===== config.mk =====
export PLATFORM = sky130hd
export DESIGN_NAME = kpscan
export DESIGN_NICKNAME = d
export VERILOG_FILES = /design/src/rtl/kpscan.sv
export SDC_FILE = /design/constraint.sdc
export NUM_CORES = 1
export LEC_CHECK = 0
export BUFFER_PORTS_ARGS = -buffer_cell sky130_fd_sc_hd__buf_4
export CAP_MARGIN = 25
export CORE_MARGIN = 4
export CORE_UTILIZATION = 37
export CTS_BUF_LIST = sky130_fd_sc_hd__clkbuf_8
export CTS_CLUSTER_SIZE = 20
export DETAILED_ROUTE_END_ITERATION = 16
export PLACE_DENSITY_LB_ADDON = 0.25
export SLEW_MARGIN = 20
export SYNTH_ARGS = -nofsm -noshare
export SYNTH_HDL_FRONTEND = slang
export SYNTH_SLANG_ARGS = --single-unit

===== constraint.sdc =====
create_clock -name clk -period 3.53 [get_ports clk]
set_input_delay 0.5295 -clock clk [delete_from_list [all_inputs] [get_ports clk]]
set_output_delay 0.5295 -clock clk [all_outputs]
set_load 0.01 [all_outputs]

===== src/rtl/kpscan.sv =====
// Keypad column scanner and press/release debouncer for a 4x4 matrix keypad.
// Drives active-low columns, synchronizes rows, and emits one event per physical press.
module kpscan #(
  parameter int unsigned SCAN_DIV     = 50000,
  parameter int unsigned DEBOUNCE_CNT = 20
) (
  input  logic       clk,
  input  logic       reset_n,
  input  logic [3:0] kpr_raw,
  output logic [3:0] kpr,
  output logic [3:0] kpc,
  input  logic       kphit,
  input  logic [3:0] num,
  output logic       key_valid,
  output logic [3:0] key_code,
  output logic       key_held
);

  localparam int unsigned DIV_W = $clog2(SCAN_DIV);
  localparam int unsigned CNT_W = $clog2(DEBOUNCE_CNT + 1);
  localparam logic [DIV_W-1:0] DIV_MAX = DIV_W'(SCAN_DIV - 1);
  localparam logic [CNT_W-1:0] CNT_MAX = CNT_W'(DEBOUNCE_CNT);
  localparam logic [3:0] NO_KEY   = 4'd11;
  localparam logic [3:0] COL_INIT = 4'b0111;

  typedef enum logic [1:0] {
    S_SCAN,
    S_PRESS_DB,
    S_HELD,
    S_REL_DB
  } state_t;

  logic [3:0]       r_sync1;
  logic [3:0]       r_sync2;
  logic [DIV_W-1:0] r_div;
  logic             w_tick;

  state_t           r_state;
  state_t           w_state_nxt;
  logic [3:0]       r_kpc;
  logic [3:0]       w_kpc_nxt;
  logic [3:0]       r_cand;
  logic [3:0]       w_cand_nxt;
  logic [CNT_W-1:0] r_cnt;
  logic [CNT_W-1:0] w_cnt_nxt;
  logic [CNT_W-1:0] w_cnt_inc;
  logic             r_key_valid;
  logic             w_key_valid_nxt;
  logic [3:0]       r_key_code;
  logic [3:0]       w_key_code_nxt;
  logic             r_key_held;
  logic             w_key_held_nxt;

  // Two-flop row synchronizer; rows idle high.
  always_ff @(posedge clk or negedge reset_n) begin
    if (!reset_n) begin
      r_sync1 <= 4'b1111;
      r_sync2 <= 4'b1111;
    end else begin
      r_sync1 <= kpr_raw;
      r_sync2 <= r_sync1;
    end
  end

  // Free-running scan prescaler.
  always_ff @(posedge clk or negedge reset_n) begin
    if (!reset_n) begin
      r_div <= '0;
    end else if (r_div == DIV_MAX) begin
      r_div <= '0;
    end else begin
      r_div <= r_div + DIV_W'(1);
    end
  end

  assign w_tick    = (r_div == DIV_MAX);
  assign w_cnt_inc = r_cnt + CNT_W'(1);

  // State and registered outputs.
  always_ff @(posedge clk or negedge reset_n) begin
    if (!reset_n) begin
      r_state     <= S_SCAN;
      r_kpc       <= COL_INIT;
      r_cand      <= NO_KEY;
      r_cnt       <= '0;
      r_key_valid <= 1'b0;
      r_key_code  <= NO_KEY;
      r_key_held  <= 1'b0;
    end else begin
      r_state     <= w_state_nxt;
      r_kpc       <= w_kpc_nxt;
      r_cand      <= w_cand_nxt;
      r_cnt       <= w_cnt_nxt;
      r_key_valid <= w_key_valid_nxt;
      r_key_code  <= w_key_code_nxt;
      r_key_held  <= w_key_held_nxt;
    end
  end

  // Next-state logic; every decision is gated by the scan tick.
  always_comb begin
    w_state_nxt     = r_state;
    w_kpc_nxt       = r_kpc;
    w_cand_nxt      = r_cand;
    w_cnt_nxt       = r_cnt;
    w_key_valid_nxt = 1'b0;
    w_key_code_nxt  = r_key_code;
    w_key_held_nxt  = r_key_held;
    if (w_tick) begin
      case (r_state)
        S_SCAN: begin
          if (kphit) begin
            w_cand_nxt  = num;
            w_cnt_nxt   = CNT_W'(1);
            w_state_nxt = S_PRESS_DB;
          end else begin
            w_kpc_nxt = {r_kpc[0], r_kpc[3:1]};
          end
        end
        S_PRESS_DB: begin
          if (kphit && (num == r_cand)) begin
            if (w_cnt_inc == CNT_MAX) begin
              w_cnt_nxt       = CNT_MAX;
              w_key_code_nxt  = r_cand;
              w_key_valid_nxt = 1'b1;
              w_key_held_nxt  = 1'b1;
              w_state_nxt     = S_HELD;
            end else begin
              w_cnt_nxt = w_cnt_inc;
            end
          end else begin
            w_cnt_nxt   = '0;
            w_state_nxt = S_SCAN;
          end
        end
        S_HELD: begin
          // A different key while held is ignored: no rollover.
          if (!kphit) begin
            w_cnt_nxt   = CNT_W'(1);
            w_state_nxt = S_REL_DB;
          end
        end
        S_REL_DB: begin
          if (!kphit) begin
            if (w_cnt_inc == CNT_MAX) begin
              w_cnt_nxt      = '0;
              w_key_held_nxt = 1'b0;
              w_state_nxt    = S_SCAN;
            end else begin
              w_cnt_nxt = w_cnt_inc;
            end
          end else begin
            w_cnt_nxt   = '0;
            w_state_nxt = S_HELD;
          end
        end
        default: begin
          w_state_nxt = S_SCAN;
        end
      endcase
    end
  end

  assign kpr       = r_sync2;
  assign kpc       = r_kpc;
  assign key_valid = r_key_valid;
  assign key_code  = r_key_code;
  assign key_held  = r_key_held;

endmodule


---- After elaboration in Yosys (flattened, before gate mapping) ----
Cells that the tools add are included.
cells by class
  add/sub/neg operators ................... 2
  equality and inequality tests ........... 14
  muxes and demuxes ....................... 24
  bitwise logic cells ..................... 1
  reductions and logical operators ........ 9
operators by type and width
  kind                                                 count
  2-to-1 mux 5 bit                                     6
  case mux 5 bit (4 select lines)                      1
  adder 16 x 1 -> 16 bit, second input constant        1
  equality test 16 bit, second input constant          1
  2-to-1 mux 16 bit                                    1
  2-to-1 mux 2 bit                                     6
  != test 2 bit, second input constant                 6
  AND reduction 3 bit                                  3
  2-to-1 mux 1 bit                                     8
  case mux 2 bit (4 select lines)                      1
  != test 3 bit, second input constant                 2
  AND reduction 6 bit                                  1
  adder 5 x 1 -> 5 bit, second input constant          1
  equality test 5 bit, second input constant           1
  AND reduction 5 bit                                  1
  equality test 2 bit, second input constant           2
  equality test 4 bit                                  1
  AND reduction 4 bit                                  1
  equality test 2 x 1 -> 1 bit, second input constant  1
  zero test 2 bit                                      1
  case mux 1 bit (2 select lines)                      1
  nonzero test 2 bit                                   1
  logical AND 1 bit                                    1
  inverter 1 bit                                       1
word-level totals
  register bits ........................... 45
  input bits .............................. 11
  output and inout bits ................... 14
  word-level logic and storage cells ...... 60

---- Longest topological paths before layout ----
Gate-level depths: netlist (run 1).
  word-level depth ........................ 6
  depth in mapped cells ................... 8
  depth with buffers taken out ............ 5

---- Worst setup path after synthesis (run 1) ----
OpenSTA, ideal clock, no wires.
  path type ............................... flip-flop to flip-flop
  start point ............................. register r_div[0]
  end point ............................... register r_kpc[3], in the netlist kpc[3]
  library setup time ...................... 127 ps
  data arrival time ....................... 1651 ps
  data required time ...................... 3403 ps
  path slack .............................. 1752 ps
  cell stages (with the launch flop) ...... 8
  buffers on the path ..................... 2
  clock period less this slack ............ 1778 ps
  path through ............................ dfrtp_1 > ha_1 > and3_1 > buf_2 > and4_1 > buf_6 > and3b_4 > mux2_1
between the ends
  longest elaborated chain between the ends .. 2
ends and longest elaborated chain
  element                               line  RTL
  start: declaration                    35    logic [DIV_W-1:0] r_div;
  start signal: assignment              72    r_div <= r_div + DIV_W'(1);
  equality test 16 bit                  76    assign w_tick = (r_div == DIV_MAX);
  AND reduction 3 bit (no source line)  --
  end signal: assignment                91    r_kpc <= w_kpc_nxt;
  end: declaration                      40    logic [3:0] r_kpc;
Every way passes these cells.
A chain may end at the register's enable or synchronous reset.

---- Worst setup path after layout (run 1) ----
Ends and elaborated chain as after synthesis.

==> metrics.txt, run 1 <==
# TYPE chip_impl_metric gauge
chip_impl_info{name="timing.rr.end",value="kpc[3]"} 1
chip_impl_metric{name="cts_max_path_buffers",unit=""} 2
chip_impl_metric{name="drive_gt1_frac",unit=""} 0.359
chip_impl_metric{name="grt_overflow_total",unit=""} 0
chip_impl_metric{name="worst_setup_hold_path_clk_slew",unit="ns"} 0.09
chip_impl_metric{name="insertion_delay",unit="ns"} 0.30
chip_impl_metric{name="synth_area",unit="um2"} 2040
chip_impl_metric{name="numPlacedInstances",unit=""} 257
chip_impl_metric{name="worst-endpoint-required",unit="ns"} 3.72
chip_impl_info{name="crit_path_start_kind",value="register"} 1
chip_impl_metric{name="rows",unit=""} 26
chip_impl_metric{name="total_core_area",unit="um2"} 5240
chip_impl_metric{name="finalSetupViolCount",unit=""} 0
chip_impl_metric{name="n_antenna_cell",unit=""} 0
chip_impl_metric{name="finalWorstPathRequiredPeriod",unit="ns"} 2.17
chip_impl_metric{name="die_height",unit="um"} 82.2
chip_impl_metric{name="global_route.usage.met1",unit=""} 0.147
chip_impl_metric{name="postSynthNetCount",unit=""} 179
chip_impl_info{name="worstSetupPathType",value="register to register"} 1
chip_impl_metric{name="total_of_warnings_raised_by_yosys",unit=""} 0
chip_impl_metric{name="post_cts_buffers",unit=""} 0
chip_impl_metric{name="tritoncts_num_sinks",unit=""} 45
chip_impl_metric{name="hold_buffers",unit=""} 0
chip_impl_metric{name="io_pins",unit=""} 25
chip_impl_info{name="cts-root-buf",value="clkbuf_8"} 1
chip_impl_metric{name="post_drt_via_cell_ratio",unit=""} 5.15
chip_impl_metric{name="area_growth_synth_to_finish",unit="%"} 17.7
chip_impl_metric{name="yosysSeqAreaShare",unit=""} 0.563
chip_impl_metric{name="groute.layer.met2.usage",unit=""} 0.192
chip_impl_metric{name="avg_inst_size_synth",unit="um2"} 12.3
chip_impl_info{name="tritoncts",value="built"} 1
chip_impl_metric{name="post_layout_nonfiller_instances",unit=""} 265
chip_impl_metric{name="setup-tns-final",unit="ns"} 0
chip_impl_metric{name="tritoncts.num_buffers",unit=""} 5
chip_impl_metric{name="worst_slew_margin_rel",unit=""} 0.640
chip_impl_metric{name="final_antenna_net_count",unit=""} 0
chip_impl_metric{name="clock_tree.htree_level_count",unit=""} 2
chip_impl_metric{name="total_die_area",unit="um2"} 6760
chip_impl_metric{name="synth.ff_latch_count",unit=""} 45
chip_impl_metric{name="final.setup_skew",unit="ns"} 0.0100
chip_impl_metric{name="finalHoldViolCount",unit=""} 0
chip_impl_info{name="rsz0062_at_grt",value="no"} 1
chip_impl_metric{name="dp_hpwl",unit="mm"} 2.52
chip_impl_info{name="run_status",value="finished clean"} 1
chip_impl_metric{name="fin_max_slew_vios",unit=""} 0
chip_impl_metric{name="final_min_period_over_clock_period",unit=""} 0.614
chip_impl_info{name="tightest_hold_check_type",value="input port to async pin"} 1
chip_impl_info{name="cpLargestDelayFamily",value="simple AND/OR/NAND/NOR gates"} 1
chip_impl_metric{name="timing.critical_path.arrival",unit="ns"} 2.36
chip_impl_info{name="globalRoute.busiestLayer",value="met2"} 1
chip_impl_metric{name="met3_usage",unit=""} 0.0390
chip_impl_metric{name="drv_cap",unit=""} 0
chip_impl_metric{name="number_of_standard_cells_after_synthesis",unit=""} 166
chip_impl_metric{name="antenna_violations_before_repair",unit=""} 0
chip_impl_metric{name="worstRegToRegCells",unit=""} 5
chip_impl_metric{name="routabilityCongestion",unit=""} 0.790
chip_impl_metric{name="cts_resized",unit=""} 0
chip_impl_metric{name="numPortBuffers",unit=""} 24
chip_impl_metric{name="critical_path.max_fanout",unit=""} 14
chip_impl_metric{name="worst-slew-pin-transition",unit="ns"} 0.540
chip_impl_metric{name="grt_max_degree",unit=""} 46
chip_impl_metric{name="via_count_of_the_first_global_routing_pass",unit=""} 1374
chip_impl_metric{name="max-vdd-ir-drop",unit="mV"} 0.218
chip_impl_metric{name="drtPass1Iterations",unit=""} 4
chip_impl_metric{name="detailroute.via_count",unit=""} 1365
chip_impl_metric{name="number_of_unique_standard_cell_types_used_by_synthesis",unit=""} 41
chip_impl_metric{name="timing.reg2reg.setup_slack",unit="ns"} 1.36
chip_impl_info{name="crit_slowest_cell",value="and4_1"} 1
chip_impl_metric{name="die_w",unit="um"} 82.2
chip_impl_metric{name="maximum_achievable_frequency",unit="MHz"} 461
chip_impl_metric{name="grt.total_usage",unit=""} 0.118
chip_impl_info{name="r2r_start",value="r_div[0]"} 1
chip_impl_metric{name="first_iter_violations",unit=""} 93
chip_impl_info{name="end_kind",value="register"} 1
chip_impl_metric{name="finalNetCount",unit=""} 207
chip_impl_metric{name="first_pass_grt_wire_length",unit="mm"} 6.19
chip_impl_metric{name="power_per_cell_area",unit="nW/um2"} 396
chip_impl_metric{name="finalWirelength",unit="mm"} 3.47
chip_impl_metric{name="worst-path-buf-inv",unit=""} 0
chip_impl_metric{name="detail_route.drc_violations",unit=""} 0
chip_impl_metric{name="critical-path-max-stage-delay",unit="ns"} 0.57
chip_impl_metric{name="initial_core_util",unit=""} 0.389
chip_impl_metric{name="routedWlPerCell",unit="um"} 13.1
chip_impl_info{name="critical_path.cell_chain",value="ha_1 -> and3_1 -> and4_1 -> and3b_4 -> mux2_1"} 1
chip_impl_metric{name="power_leakage",unit="uW"} 0.00110
==> power by group <==
part           total, uW  switching, uW  internal (uW)  leakage, uW
clock network        395            179            215    0.0000563
registers            525           1.25            524     0.000554
logic               29.6           17.1           12.5     0.000487
total                950            198            752      0.00110
==> layout make-up <==
class / instances / area (um2)
sequential: 45 / 1150
tap: 70 / 87.6
clock buffer: 5 / 68.8
multi-input combinational: 116 / 855
inverter: 1 / 3.75
timing repair buffer: 25 / 188
clock inverter: 3 / 48.8
fill: 462 / 2840
==> cell usage after synthesis, drive strengths merged <==
library cell | count | area share
a211oi | 1 | 0.0061
a21bo | 2 | 0.0098
a21boi | 2 | 0.0074
a21oi | 9 | 0.022
a22o | 1 | 0.0043
a31oi | 1 | 0.0031
and2 | 3 | 0.0092
and3 | 5 | 0.016
and3b | 1 | 0.0061
and4 | 3 | 0.013
and4bb | 2 | 0.012
buf | 4 | 0.016
dfrtp | 28 | 0.34
dfstp | 17 | 0.22
ha | 2 | 0.012
inv | 1 | 0.0018
mux2 | 12 | 0.066
nand2 | 9 | 0.017
nand3 | 7 | 0.020
nand3b | 1 | 0.0037
nand4 | 5 | 0.023
nand4bb | 1 | 0.0055
nor2 | 12 | 0.022
nor2b | 8 | 0.025
nor3 | 1 | 0.0049
nor4b | 1 | 0.0043
nor4bb | 1 | 0.0049
o21ai | 3 | 0.0074
o2bb2ai | 4 | 0.017
o31ai | 1 | 0.0037
or3 | 2 | 0.0061
or4 | 1 | 0.0037
xnor2 | 6 | 0.026
xor2 | 9 | 0.039
==> stage by stage <==
step / setup WS (ns) / power, uW / hold slack (ns) / utilization / cell area, um2
finish: 1.36 / 950 / 0.210 / 0.458 / 2400
global route: 1.21 / 994 / 0.244 / 0.458 / 2400
floorplan: 1.75 / 541 / 0.234 / - / 2040
CTS: 1.34 / 967 / 0.226 / 0.458 / 2400
detailed placement: 1.37 / 566 / 0.347 / 0.435 / 2280
global placement: 1.45 / 565 / 0.346 / 0.435 / 2280
==> metal layers <==
layer / wire length [um] / part of all wire
met2: 1760 / 0.51
met5: 0 / 0
met3: 162 / 0.047
met4: 31 / 0.0089
met1: 1520 / 0.44
==> sequential cells by signal (all words and copies together) (netlist names) <==
| name | flops |
|---|---|
| key_valid | 1 |
| key_held | 1 |
| kpr | 4 |
| key_code | 4 |
| kpc | 4 |
| r_cand | 4 |
| r_div | 16 |
| r_cnt | 5 |
| r_state | 2 |
| r_sync1 | 4 |
==> cells by family after synthesis <==
group	count (synthesis)	synth area share
XOR/XNOR	15	0.0645
AO/OA/AOI/OAI	24	0.0810
AND/OR/NAND/NOR	63	0.195
buffers and inverters	5	0.0178
multiplexers	12	0.0663
flip-flops	45	0.563
adder cells (fa/ha/maj)	2	0.0123
==> worst max path at each step <==
stage,start,endpoint,slack (ns),cells after the start
2_1_floorplan,r_div[0],kpc[3],1.75,7
3_3_place_gp,r_div[0],kpc[3],1.45,5
3_5_place_dp,r_div[0],kpc[3],1.37,5
4_1_cts,r_div[0],kpc[3],1.34,5
5_1_grt,r_div[0],kpc[3],1.21,5
6_report,r_div[0],kpc[3],1.36,5
==> placed cells by master (no fill, tap or decap), drive strengths merged, types with 2 or more instances in the layout <==
| cell | instances |
|---|---|
| dfrtp | 28 |
| buf | 25 |
| dfstp | 17 |
| nor2 | 12 |
| mux2 | 12 |
| nand2 | 9 |
| a21oi | 9 |
| xor2 | 9 |
| nor2b | 8 |
| nand3 | 7 |
| xnor2 | 6 |
| clkbuf | 5 |
| and3 | 5 |
| nand4 | 5 |
| o2bb2ai | 4 |
| and4 | 3 |
| and2 | 3 |
| o21ai | 3 |
| or3 | 2 |
| a21boi | 2 |
| a21bo | 2 |
| ha | 2 |
| and4bb | 2 |
| inv | 2 |
Note: power is estimated with default switching activity, not from simulation.
==> run 2, diff against run 1 <==
==> constraint.sdc (replaced) <==
create_clock -name clk -period 2.2 [get_ports clk]
set_input_delay 0.33 -clock clk [delete_from_list [all_inputs] [get_ports clk]]
set_output_delay 0.33 -clock clk [all_outputs]
set_load 0.01 [all_outputs]
==> run 2 against run 1 <==
  * Clock power is 63% higher
  * Largest cell class unchanged
  * Via count is 4.0% lower
  * Critical endpoint is now r_cand[2]
  * Maximum frequency is 7.6% higher
  * Core utilization is 0.31 points higher
==> metrics.txt, run 2 (synthesized netlist as in run 1, its figures left out) <==
# TYPE chip_impl_metric gauge
chip_impl_info{name="run_status",value="finished clean"} 1
chip_impl_metric{name="worst-slew-pin-transition",unit="ns"} 0.548
chip_impl_metric{name="grt.total_usage",unit=""} 0.122
chip_impl_metric{name="cts_max_path_buffers",unit=""} 2
chip_impl_metric{name="antenna_violations_before_repair",unit=""} 0
chip_impl_metric{name="finalWorstPathRequiredPeriod",unit="ns"} 2.02
chip_impl_metric{name="tritoncts.num_buffers",unit=""} 5
chip_impl_info{name="tritoncts",value="built"} 1
chip_impl_metric{name="max-vdd-ir-drop",unit="mV"} 0.376
chip_impl_info{name="crit_path_start_kind",value="register"} 1
chip_impl_info{name="largest_registers",value="r_div: 16 flops, r_cnt: 5 flops"} 1
chip_impl_info{name="critical_path.cell_chain",value="ha_1 -> and3_1 -> and4_2 -> buf_4 -> nand3_2 -> mux2_2"} 1
chip_impl_metric{name="final_antenna_net_count",unit=""} 0
chip_impl_info{name="largest_register",value="r_div"} 1
chip_impl_metric{name="detailroute.via_count",unit=""} 1310
chip_impl_metric{name="worst_slew_margin_rel",unit=""} 0.634
chip_impl_metric{name="via_count_of_the_first_global_routing_pass",unit=""} 1392
chip_impl_metric{name="critical_path.max_fanout",unit=""} 9
chip_impl_metric{name="die_w",unit="um"} 82.2
chip_impl_metric{name="post-route-cell-area",unit="um2"} 2410
chip_impl_metric{name="grt_max_degree",unit=""} 46
chip_impl_metric{name="finalNetCount",unit=""} 209
chip_impl_metric{name="rows",unit=""} 26
chip_impl_metric{name="dpl_cell_area",unit="um2"} 2300
chip_impl_metric{name="total_core_area",unit="um2"} 5240
chip_impl_metric{name="fin_max_slew_vios",unit=""} 0
chip_impl_metric{name="power_leakage",unit="uW"} 0.00111
chip_impl_metric{name="dp_hpwl",unit="mm"} 2.66
chip_impl_metric{name="drtPass1Iterations",unit=""} 4
chip_impl_metric{name="numPortBuffers",unit=""} 24
chip_impl_metric{name="critical-path-max-stage-delay",unit="ns"} 0.40
chip_impl_metric{name="insertion_delay",unit="ns"} 0.30
chip_impl_metric{name="largest_reg_flops",unit=""} 16
chip_impl_metric{name="finalHoldViolCount",unit=""} 0
chip_impl_metric{name="post_cts_buffers",unit=""} 0
chip_impl_metric{name="tritoncts_num_sinks",unit=""} 45
chip_impl_metric{name="maximum_achievable_frequency",unit="MHz"} 496
chip_impl_metric{name="finalWirelength",unit="mm"} 3.68
chip_impl_info{name="cts-root-buf",value="clkbuf_8"} 1
chip_impl_metric{name="worst_setup_hold_path_clk_slew",unit="ns"} 0.10
chip_impl_info{name="worstSetupPathType",value="register to register"} 1
chip_impl_metric{name="cts_resized",unit=""} 0
chip_impl_metric{name="n_antenna_cell",unit=""} 0
chip_impl_metric{name="post_drt_via_cell_ratio",unit=""} 4.91
chip_impl_metric{name="final.setup_skew",unit="ns"} 0.0154
chip_impl_info{name="crit_slowest_cell",value="dfrtp_1"} 1
chip_impl_metric{name="filler_cell_count",unit=""} 471
chip_impl_metric{name="timing.reg2reg.setup_slack",unit="ns"} 0.18
chip_impl_metric{name="grt_overflow_total",unit=""} 0
chip_impl_metric{name="worstRegToRegCells",unit=""} 6
chip_impl_metric{name="first_iter_violations",unit=""} 69
chip_impl_metric{name="multi_input_area",unit="um2"} 856
chip_impl_metric{name="first_pass_grt_wire_length",unit="mm"} 6.45
chip_impl_metric{name="hold_buffers",unit=""} 0
chip_impl_info{name="mostFrequentLayoutCells",value="28 x dfrtp_1, 27 x buf_4, 17 x dfstp_2, 12 x nor2_1, 11 x mux2_2"} 1
chip_impl_metric{name="timing.critical_path.arrival",unit="ns"} 2.21
chip_impl_metric{name="initial_core_util",unit=""} 0.389
chip_impl_info{name="most_frequent_standard_cell_in_the_layout_excluding_fill_and_tap_cells",value="dfrtp_1"} 1
chip_impl_metric{name="worst-endpoint-required",unit="ns"} 2.39
chip_impl_metric{name="drv_cap",unit=""} 0
chip_impl_info{name="rsz0062_at_grt",value="no"} 1
chip_impl_info{name="timing.rr.end",value="r_cand[2]"} 1
chip_impl_metric{name="clock_tree.htree_level_count",unit=""} 2
chip_impl_metric{name="routedWlPerCell",unit="um"} 13.8
chip_impl_metric{name="setup-tns-final",unit="ns"} 0
chip_impl_metric{name="routabilityCongestion",unit=""} 0.829
chip_impl_info{name="r2r_start",value="r_div[0]"} 1
chip_impl_metric{name="area_growth_synth_to_finish",unit="%"} 18.5
chip_impl_metric{name="final_min_period_over_clock_period",unit=""} 0.916
chip_impl_metric{name="io_pins",unit=""} 25
chip_impl_metric{name="hold_slack",unit="ns"} 0.000624
chip_impl_metric{name="power_per_cell_area",unit="nW/um2"} 636
chip_impl_metric{name="total_die_area",unit="um2"} 6760
chip_impl_metric{name="finalSetupViolCount",unit=""} 0
chip_impl_info{name="tightest_hold_check_type",value="input port to async pin"} 1
chip_impl_metric{name="final-seq-area",unit="um2"} 1150
chip_impl_metric{name="drive_gt1_frac",unit=""} 0.371
chip_impl_info{name="end_kind",value="register"} 1
chip_impl_metric{name="detail_route.drc_violations",unit=""} 0
chip_impl_metric{name="die_height",unit="um"} 82.2
## run 2: per-stage QoR
stage	utilization	setup WS, ns	cells	total power (uW)
after CTS	0.461	0.104	267	1560
after detailed placement	0.438	0.120	259	908
after global routing	0.461	0.0982	267	1600
after global placement	0.438	0.216	259	906
final	0.461	0.184	267	1540
after floorplan	-	0.422	166	868
## run 2: critical path: cells and delay by family, from the launching register on
| family | cells | cell delay [ns] |
|---|---|---|
| buffers and inverters | 1 | 0.21 |
| flip-flops | 1 | 0.40 |
| multiplexers | 1 | 0.29 |
| adder cells (fa/ha/maj) | 1 | 0.20 |
| AND/OR/NAND/NOR | 3 | 0.80 |
## run 2: worst max-delay path by stage
stage	startpoint	end	slack (ns)	depth (start not counted)
finish	r_div[0]	r_cand[2]	0.18	6
global route	r_div[0]	r_cand[2]	0.1	6
CTS	r_div[0]	r_cand[2]	0.10	6
detailed placement	r_div[0]	r_cand[2]	0.12	6
global placement	r_div[0]	r_cand[2]	0.22	6
floorplan	r_div[0]	kpc[3]	0.42	7
## run 2: final cells by class
class	instances	share of cell area
inverters	1	0.00155
multi-input cells	116	0.354
clock inverters	3	0.0202
repair buffers	27	0.0839
flip-flops and latches	45	0.475
well taps	70	0.0363
clock buffers	5	0.0285
## run 2: report_power, final
part | leakage, uW | internal, uW | switching [uW]
registers | 0.000554 | 841 | 1.96
logic | 0.000498 | 20.1 | 27.9
clock network | 0.0000563 | 346 | 299
total | 0.00111 | 1210 | 329
## run 2: layer usage
metal	GRT usage	wire, um	vias up
met5	0	0	-
met1	0.153	1650	635
li1	-	-	648
met3	0.0315	162	4
met4	0.0299	38	0
met2	0.208	1830	23
